--- config.mk ---
export PLATFORM = sky130hd
export DESIGN_NAME = bt_uart_tx
export DESIGN_NICKNAME = d
export VERILOG_FILES = /design/src/rtl/bt_uart_tx.sv
export SDC_FILE = /design/constraint.sdc
export NUM_CORES = 1
export LEC_CHECK = 0
export BUFFER_PORTS_ARGS = -buffer_cell sky130_fd_sc_hd__buf_2
export CORE_UTILIZATION = 60
export DETAILED_ROUTE_END_ITERATION = 10
export PLACE_DENSITY = 0.78
export REMOVE_ABC_BUFFERS = 1
export SYNTH_ARGS = -nofsm -noshare
export SYNTH_HDL_FRONTEND = slang
export SYNTH_SLANG_ARGS = --single-unit
--- constraint.sdc ---
create_clock -name clk -period 3.6 [get_ports clk]
set_input_delay 0.36 -clock clk [delete_from_list [all_inputs] [get_ports clk]]
set_output_delay 0.36 -clock clk [all_outputs]
set_load 0.005 [all_outputs]
--- src/rtl/bt_uart_tx.sv ---
// bt_uart_tx: 8N1 UART transmitter toward the Bluetooth module.
// Bytes enter through a valid/ready handshake into a small FIFO and are
// serialized LSB-first on txd (start bit, 8 data bits, stop bit).
//
// Optional feature macro: BT_UART_TX_PARITY_EN
//   defined   -> an even-parity bit is inserted between data and stop (11-bit frame)
//   undefined -> plain 8N1, 10-bit frame
//
// Parameters:
//   BAUD_DIV   clk cycles per serial bit (2..65535)
//   FIFO_DEPTH byte buffer entries (power of two, 2..16)
// Ports:
//   clk       system clock, rising edge
//   rst_n     asynchronous active-low reset
//   tx_data   byte to send, taken when tx_valid && tx_ready
//   tx_valid  producer has a byte on tx_data
//   tx_ready  FIFO can accept a byte this cycle (from registered occupancy)
//   txd       serial line, idle high, driven from a flop
//   busy      frame on the line or FIFO non-empty (registered)
module bt_uart_tx #(
  parameter int unsigned BAUD_DIV   = 5208,
  parameter int unsigned FIFO_DEPTH = 4
) (
  input  logic       clk,
  input  logic       rst_n,
  input  logic [7:0] tx_data,
  input  logic       tx_valid,
  output logic       tx_ready,
  output logic       txd,
  output logic       busy
);

  localparam int unsigned AW   = $clog2(FIFO_DEPTH);
  localparam int unsigned CW   = AW + 1;
  localparam int unsigned CNTW = 16;

  typedef enum logic [2:0] {
    S_IDLE   = 3'd0,
    S_START  = 3'd1,
    S_DATA   = 3'd2,
`ifdef BT_UART_TX_PARITY_EN
    S_PARITY = 3'd3,
`endif
    S_STOP   = 3'd4
  } state_e;

  state_e          state_q, state_d;
  logic [CNTW-1:0] cnt_q, cnt_d;
  logic [2:0]      idx_q, idx_d;
  logic [7:0]      shift_q, shift_d;
`ifdef BT_UART_TX_PARITY_EN
  logic            par_q, par_d;
`endif
  logic            txd_q, txd_d;
  logic            busy_q, busy_d;

  logic [7:0]      mem [FIFO_DEPTH];
  logic [AW-1:0]   wptr_q, rptr_q;
  logic [CW-1:0]   count_q;

  logic            fifo_empty;
  logic            push;
  logic            pop;
  logic            bit_tc;

  assign fifo_empty = (count_q == '0);
  assign tx_ready   = (count_q != CW'(FIFO_DEPTH));
  assign push       = tx_valid && tx_ready;
  assign bit_tc     = (cnt_q == CNTW'(BAUD_DIV - 1));
  assign txd        = txd_q;
  assign busy       = busy_q;

  // State register
  always_ff @(posedge clk or negedge rst_n) begin
    if (!rst_n) state_q <= S_IDLE;
    else        state_q <= state_d;
  end

  // Next-state logic
  always_comb begin
    state_d = state_q;
    case (state_q)
      S_IDLE:  if (!fifo_empty) state_d = S_START;
      S_START: if (bit_tc) state_d = S_DATA;
      S_DATA: begin
        if (bit_tc && (idx_q == 3'd7)) begin
`ifdef BT_UART_TX_PARITY_EN
          state_d = S_PARITY;
`else
          state_d = S_STOP;
`endif
        end
      end
`ifdef BT_UART_TX_PARITY_EN
      S_PARITY: if (bit_tc) state_d = S_STOP;
`endif
      // A queued byte goes straight into its start bit with no idle cycle.
      S_STOP:  if (bit_tc) state_d = fifo_empty ? S_IDLE : S_START;
      default: state_d = S_IDLE;
    endcase
  end

  // Datapath and line outputs; txd_d follows the state being entered so the
  // flopped line matches the state on the same edge.
  always_comb begin
    pop     = 1'b0;
    shift_d = shift_q;
    idx_d   = idx_q;
`ifdef BT_UART_TX_PARITY_EN
    par_d   = par_q;
`endif
    case (state_q)
      S_IDLE:  if (!fifo_empty) pop = 1'b1;
      S_START: if (bit_tc) idx_d = 3'd0;
      S_DATA: begin
        if (bit_tc) begin
          shift_d = {1'b0, shift_q[7:1]};
          idx_d   = idx_q + 3'd1;
        end
      end
      S_STOP:  if (bit_tc && !fifo_empty) pop = 1'b1;
      default: ;
    endcase

    if (pop) begin
      shift_d = mem[rptr_q];
`ifdef BT_UART_TX_PARITY_EN
      par_d   = ^mem[rptr_q];
`endif
    end

    if ((state_d == S_IDLE) || (state_d != state_q) || bit_tc) cnt_d = '0;
    else                                                      cnt_d = cnt_q + CNTW'(1);

    case (state_d)
      S_START:  txd_d = 1'b0;
      S_DATA:   txd_d = shift_d[0];
`ifdef BT_UART_TX_PARITY_EN
      S_PARITY: txd_d = par_d;
`endif
      default:  txd_d = 1'b1;
    endcase

    // Push term lets busy rise on the accepting edge itself.
    busy_d = (state_q != S_IDLE) || !fifo_empty || push;
  end

  // Datapath registers
  always_ff @(posedge clk or negedge rst_n) begin
    if (!rst_n) begin
      cnt_q   <= '0;
      idx_q   <= '0;
      shift_q <= '0;
`ifdef BT_UART_TX_PARITY_EN
      par_q   <= 1'b0;
`endif
      txd_q   <= 1'b1;
      busy_q  <= 1'b0;
    end else begin
      cnt_q   <= cnt_d;
      idx_q   <= idx_d;
      shift_q <= shift_d;
`ifdef BT_UART_TX_PARITY_EN
      par_q   <= par_d;
`endif
      txd_q   <= txd_d;
      busy_q  <= busy_d;
    end
  end

  // FIFO storage (no reset needed, validity is tracked by count_q)
  always_ff @(posedge clk) begin
    if (push) mem[wptr_q] <= tx_data;
  end

  // FIFO pointers and occupancy; pointers wrap naturally at the power-of-two depth
  always_ff @(posedge clk or negedge rst_n) begin
    if (!rst_n) begin
      wptr_q  <= '0;
      rptr_q  <= '0;
      count_q <= '0;
    end else begin
      if (push) wptr_q <= wptr_q + AW'(1);
      if (pop)  rptr_q <= rptr_q + AW'(1);
      case ({push, pop})
        2'b10:   count_q <= count_q + CW'(1);
        2'b01:   count_q <= count_q - CW'(1);
        default: count_q <= count_q;
      endcase
    end
  end

endmodule

After elaboration in Yosys (flattened, before gate mapping)
Memories as Yosys holds them, arrays and structs flattened.
Cells that the tools add are included.
{"block": "op_classes", "add_sub_neg": 6, "n_eq_ne": 13, "mux": 20, "n_reduce_logical": 18}
{"cell": "8-bit two-way mux", "n": 3}
{"cell": "3-bit two-way mux", "n": 6}
{"cell": "16-bit by 1-bit adder with 16-bit output, second input constant", "n": 1}
{"cell": "16-bit by 13-bit equality test with 1-bit output, second input constant", "n": 1}
{"cell": "16-bit two-way mux", "n": 1}
{"cell": "3-bit case mux with 2 select lines", "n": 2}
{"cell": "3-bit case mux with 4 select lines", "n": 1}
{"cell": "3-bit logical NOT", "n": 3}
{"cell": "2-bit nonzero test", "n": 4}
{"cell": "3-bit by 1-bit adder with 3-bit output, second input constant", "n": 2}
{"cell": "3-bit by 1-bit equality test with 1-bit output, second input constant", "n": 2}
{"cell": "3-bit by 2-bit equality test with 1-bit output, second input constant", "n": 2}
{"cell": "3-bit equality test, second input constant", "n": 2}
{"cell": "1-bit two-way mux", "n": 5}
{"cell": "2-bit by 1-bit adder with 2-bit output, second input constant", "n": 2}
{"cell": "1-bit logical OR", "n": 4}
{"cell": "2-bit != test, second input constant", "n": 2}
{"cell": "1-bit case mux with 2 select lines", "n": 2}
{"cell": "1-bit logical AND", "n": 3}
{"cell": "3-bit != test", "n": 1}
{"cell": "3-bit != test, second input constant", "n": 1}
{"cell": "3-bit AND reduction", "n": 1}
{"cell": "3-bit nonzero test", "n": 1}
{"cell": "3-bit by 1-bit subtractor with 3-bit output, second input constant", "n": 1}
{"cell": "4 further kinds", "n": 4}
{"block": "totals", "regBits": 39, "ramBits": 32, "input_bits": 11, "n_memories": 1}
{"name": "mem", "depth": 4, "word_bits": 8, "rd": 1, "rd_clocked_by_memory_dff": 0, "wr": 1, "line_no": "57", "text": "logic [7:0] mem [FIFO_DEPTH];"}

Depth between registers and ports, before layout
{"block": "logic_depth", "word_depth": 8, "mapped_depth": 11, "ltp_nobuf": 11}

Worst setup path after synthesis
Ideal clock, no wire load.
{"block": "synth_timing", "path_type": "reg-to-reg", "start": "reg cnt_q[0]", "end": "reg count_q[2]", "arrival_ps": 2491, "required_ps": 3521, "slack_ps": 1029, "stages_incl_launch_ff": 12, "n_path_buf": 0, "period_less_slack_ps": 2571, "cell_sequence": "dfrtp_1 ha_1 and4bb_2 nand4_1 a2111o_1 clkinv_2 ha_1 inv_1 fa_1 xor2_1 nor2_1 xor2_1"}
{"block": "synth_between", "elab_chain_cells": 6, "word_cells_on_any_way": 8}
{"element": "start: declaration", "line_no": "48", "text": "logic [CNTW-1:0] cnt_q, cnt_d;"}
{"element": "start signal: assignment", "line_no": "160", "text": "cnt_q <= cnt_d;"}
{"element": "16-bit by 13-bit equality test with 1-bit output *", "line_no": "69", "text": "assign bit_tc = (cnt_q == CNTW'(BAUD_DIV - 1));"}
{"element": "1-bit logical AND *", "line_no": "121", "text": "S_STOP: if (bit_tc && !fifo_empty) pop = 1'b1;"}
{"element": "1-bit two-way mux *", "line_no": "121"}
{"element": "1-bit case mux with 2 select lines *", "line_no": "112", "text": "case (state_q)"}
{"element": "2-bit by 1-bit equality test with 1-bit output or 2-bit equality test (tied branches)", "line_no": "185", "text": "case ({push, pop})"}
{"element": "3-bit case mux with 2 select lines or 2-bit nonzero test (tied branches)"}
{"element": "end signal: assignment", "line_no": "186", "text": "2'b10: count_q <= count_q + CW'(1);"}
{"element": "end signal: assignment", "line_no": "187", "text": "2'b01: count_q <= count_q - CW'(1);"}
{"element": "end signal: assignment", "line_no": "188", "text": "default: count_q <= count_q;"}
{"element": "end: declaration", "line_no": "59", "text": "logic [CW-1:0] count_q;"}
Every way passes the cells marked *; elsewhere a longest branch is shown, timed or not.
A chain may end at the register's enable or synchronous reset.

Final worst setup path
Ends and elaborated chain as after synthesis.

==> reports/qor.yml <==
run_status:
  status: "finished clean"
worst_setup_path:
  crit_family: "adder cells"
  required_ns: 3.87
  crit_buf_inv: 3
  worstReg2RegStart: "cnt_q[0]$_DFF_PN0_"
  crit_chain: "ha_1 -> and4bb_2 -> nand4_1 -> buf_4 -> a2111o_1 -> clkinv_2 -> ha_1 -> inv_1 -> fa_1 -> xor2_1 -> nor2_1 -> xor2_1"
  worst_setup_path_start_kind: "flip-flop"
  reg2reg_slack_ns: 0.65
  slowest_delay_ns: 0.51
  endpoint_kind: "flip-flop"
  rr_endpoint: "count_q[2]$_DFFE_PN0P_"
  path_class: "flip-flop to flip-flop"
  slowest_stage: "a2111o_1"
  cp_data_arrival_time_ns: 3.23
  crit_fanout: 11
  worstRegToRegCells: 12
floorplanning:
  die_h_um: 73.9
  die_area_um2: 5470
  fp-row-count: 25
  ioPinCount: 14
  die_w_um: 73.9
  coreArea_um2: 4850
  initial_utilization: 0.641
grt:
  grt_first_pass_wirelength_mm: 8.30
  antenna_found_initial: 0
  grt_pass1_vias: 1758
  grt_max_degree: 40
  overflow: 0
  track_usage: 0.215
logic_synthesis:
  synth-edff-count: 32
  avgSynthCellArea_um2: 13.6
  async_flop_share: 0.549
  synth.cell_area_um2: 3110
  synthTopCellsByCount: "dfrtp_1 (38), edfxtp_1 (32), nor2_1 (22)"
  ys_types: 42
  synthTopCellsByArea: "edfxtp_1 (31%), dfrtp_1 (31%), mux4_2 (5.8%), xnor2_1 (3.7%), ha_1 (3.2%)"
  post-synth-top-count-cell: "dfrtp_1"
  synth_top_area_cell: "edfxtp_1"
  yosys.area.top_type_share: 0.309
  synth_top_flop_cell: "dfrtp_1"
  yosys_warnings: 0
  synth.ff_latch_count: 71
  synth-seq-area-share: 0.624
  syn_inst: 229
finish:
  drive_gt1_frac: 0.178
  multi_input_area_um2: 1080
  layout.nets: 268
  fill_cells: 333
  n_antenna_cell: 0
  area_growth_syn_to_layout_pct: 12.2
  design_area_um2: 3480
  regArea_um2: 1940
pwr:
  combinationalPowerShare: 0.106
  sequentialPowerShare: 0.505
  p_clk_frac: 0.389
  power_density_nw_per_um2: 565
  switching_share: 0.238
  ir_drop_v: 0.000436
  leakage_nw: 1.39
  internal_power_w: 0.00150
  p_switching_w: 0.000468
flow_run:
  maxCapViolations: 0
clock_tree:
  cts_setup_buffers: 0
  clock-sinks: 71
  clockBufferDepth: 2
  root_buffer: "clkbuf_8"
  clk_latency_ns: 0.35
  numCtsBuffers: 9
  cts_tree: "done"
  clk_pin_slew_ns: 0.08
  cts.htree.levels: 3
  post_cts_resized: 0
  hold_buffers: 0
drt:
  wl_per_cell_um: 15.5
  routed_wl_mm: 4.97
  ant_nets: 0
  detail_route.vias_per_cell: 5.56
  routed-via-count: 1778
  drt_first_pass_iters: 4
  drc: 0
  drtIter0Drc: 133
sta:
  timing.final.max_slew_violations: 0
  finalSetupTns_ns: 0
  finalSetupViolations: 0
  finalHoldViolations: 0
  post-route-period-util: 0.820
  max_slew_margin: 0.425
  max_freq_mhz: 339
  tightest_slew_ns: 0.862
  hold_ws_ns: 0.121
  rsz0062_at_grt: "no"
  fin_skew_ns: 0.00868
  fin_crit_ns: 2.95
placement:
  dpl.hpwl_mm: 3.24
  routabilityCongestion: 0.719
  port_buffers: 13
  placed_area_um2: 3240
min_path:
  min_path_type: "input pin to asynchronous set/reset pin"
metrics by stage:
stage | worst slack [ns] | instances | util | power (W)
after floorplan | 0.740 | 222 | - | 0.00115
after global placement | 0.731 | 304 | 0.668 | 0.00121
after detailed placement | 0.632 | 304 | 0.668 | 0.00123
after CTS | 0.642 | 320 | 0.719 | 0.00199
after global routing | 0.433 | 320 | 0.719 | 0.00205
final | 0.647 | 320 | 0.719 | 0.00197
power by group through the flow:
stage / registers [W] / logic, W / clock network (W)
after detailed placement: 0.00101 / 0.000214 / 0
after global placement: 0.00101 / 0.000208 / 0
after floorplan: 0.000999 / 0.000150 / 0
after CTS: 0.000995 / 0.000216 / 0.000776
final: 0.000994 / 0.000209 / 0.000766
after global routing: 0.00100 / 0.000237 / 0.000808
registers in the layout (all words and copies together), names as in the netlist:
| signal | flops |
|---|---|
| busy | 1 |
| count_q | 3 |
| idx_q | 3 |
| txd | 1 |
| mem | 32 |
| shift_q | 8 |
| state_q | 3 |
| rptr_q | 2 |
| cnt_q | 16 |
| wptr_q | 2 |
final cells by class:
cell class	count	area share
inverters	14	0.0154
clock buffers	9	0.0355
multi-input cells	137	0.311
flip-flops and latches	71	0.556
repair buffers	15	0.0230
clock inverters	7	0.0345
well taps	67	0.0241
logic make-up after synthesis:
kind of cell / Yosys count / synth area share
XOR/XNOR: 18 / 0.0508
buffers and inverters: 21 / 0.0266
flip-flops: 71 / 0.624
adder cells (fa/ha/maj): 9 / 0.0387
multiplexers: 11 / 0.0677
AND/OR/NAND/NOR: 66 / 0.118
AO/OA/AOI/OAI: 33 / 0.0745
routing by layer:
metal / global-route usage / wire, um
met5: 0 / 0
met4: 0.113 / 85
met3: 0.0637 / 179
met2: 0.311 / 2300
met1: 0.299 / 2400
worst max path at each step:
stage,startpoint,endpoint,slack (ns),cells after the start
finish,cnt_q[0]$_DFF_PN0_,count_q[2]$_DFFE_PN0P_,0.65,12
floorplan,cnt_q[0]$_DFF_PN0_,count_q[2]$_DFFE_PN0P_,0.74,11
global route,cnt_q[0]$_DFF_PN0_,count_q[2]$_DFFE_PN0P_,0.43,12
CTS,cnt_q[0]$_DFF_PN0_,count_q[2]$_DFFE_PN0P_,0.64,12
detailed placement,cnt_q[0]$_DFF_PN0_,count_q[2]$_DFFE_PN0P_,0.63,12
global placement,cnt_q[0]$_DFF_PN0_,count_q[2]$_DFFE_PN0P_,0.73,12
cells in the final DEF (no fill, tap or decap), drive strengths merged, types with 6 or more instances in the layout:
cell type / instances
mux4: 8
xnor2: 13
a22o: 6
a21oi: 7
nand3: 8
nor2: 23
dfrtp: 38
nand2: 7
buf: 15
inv: 13
edfxtp: 32
clkbuf: 9
ha: 8
a21o: 6
o21ai: 6
Power figures use the tool's default switching activity.
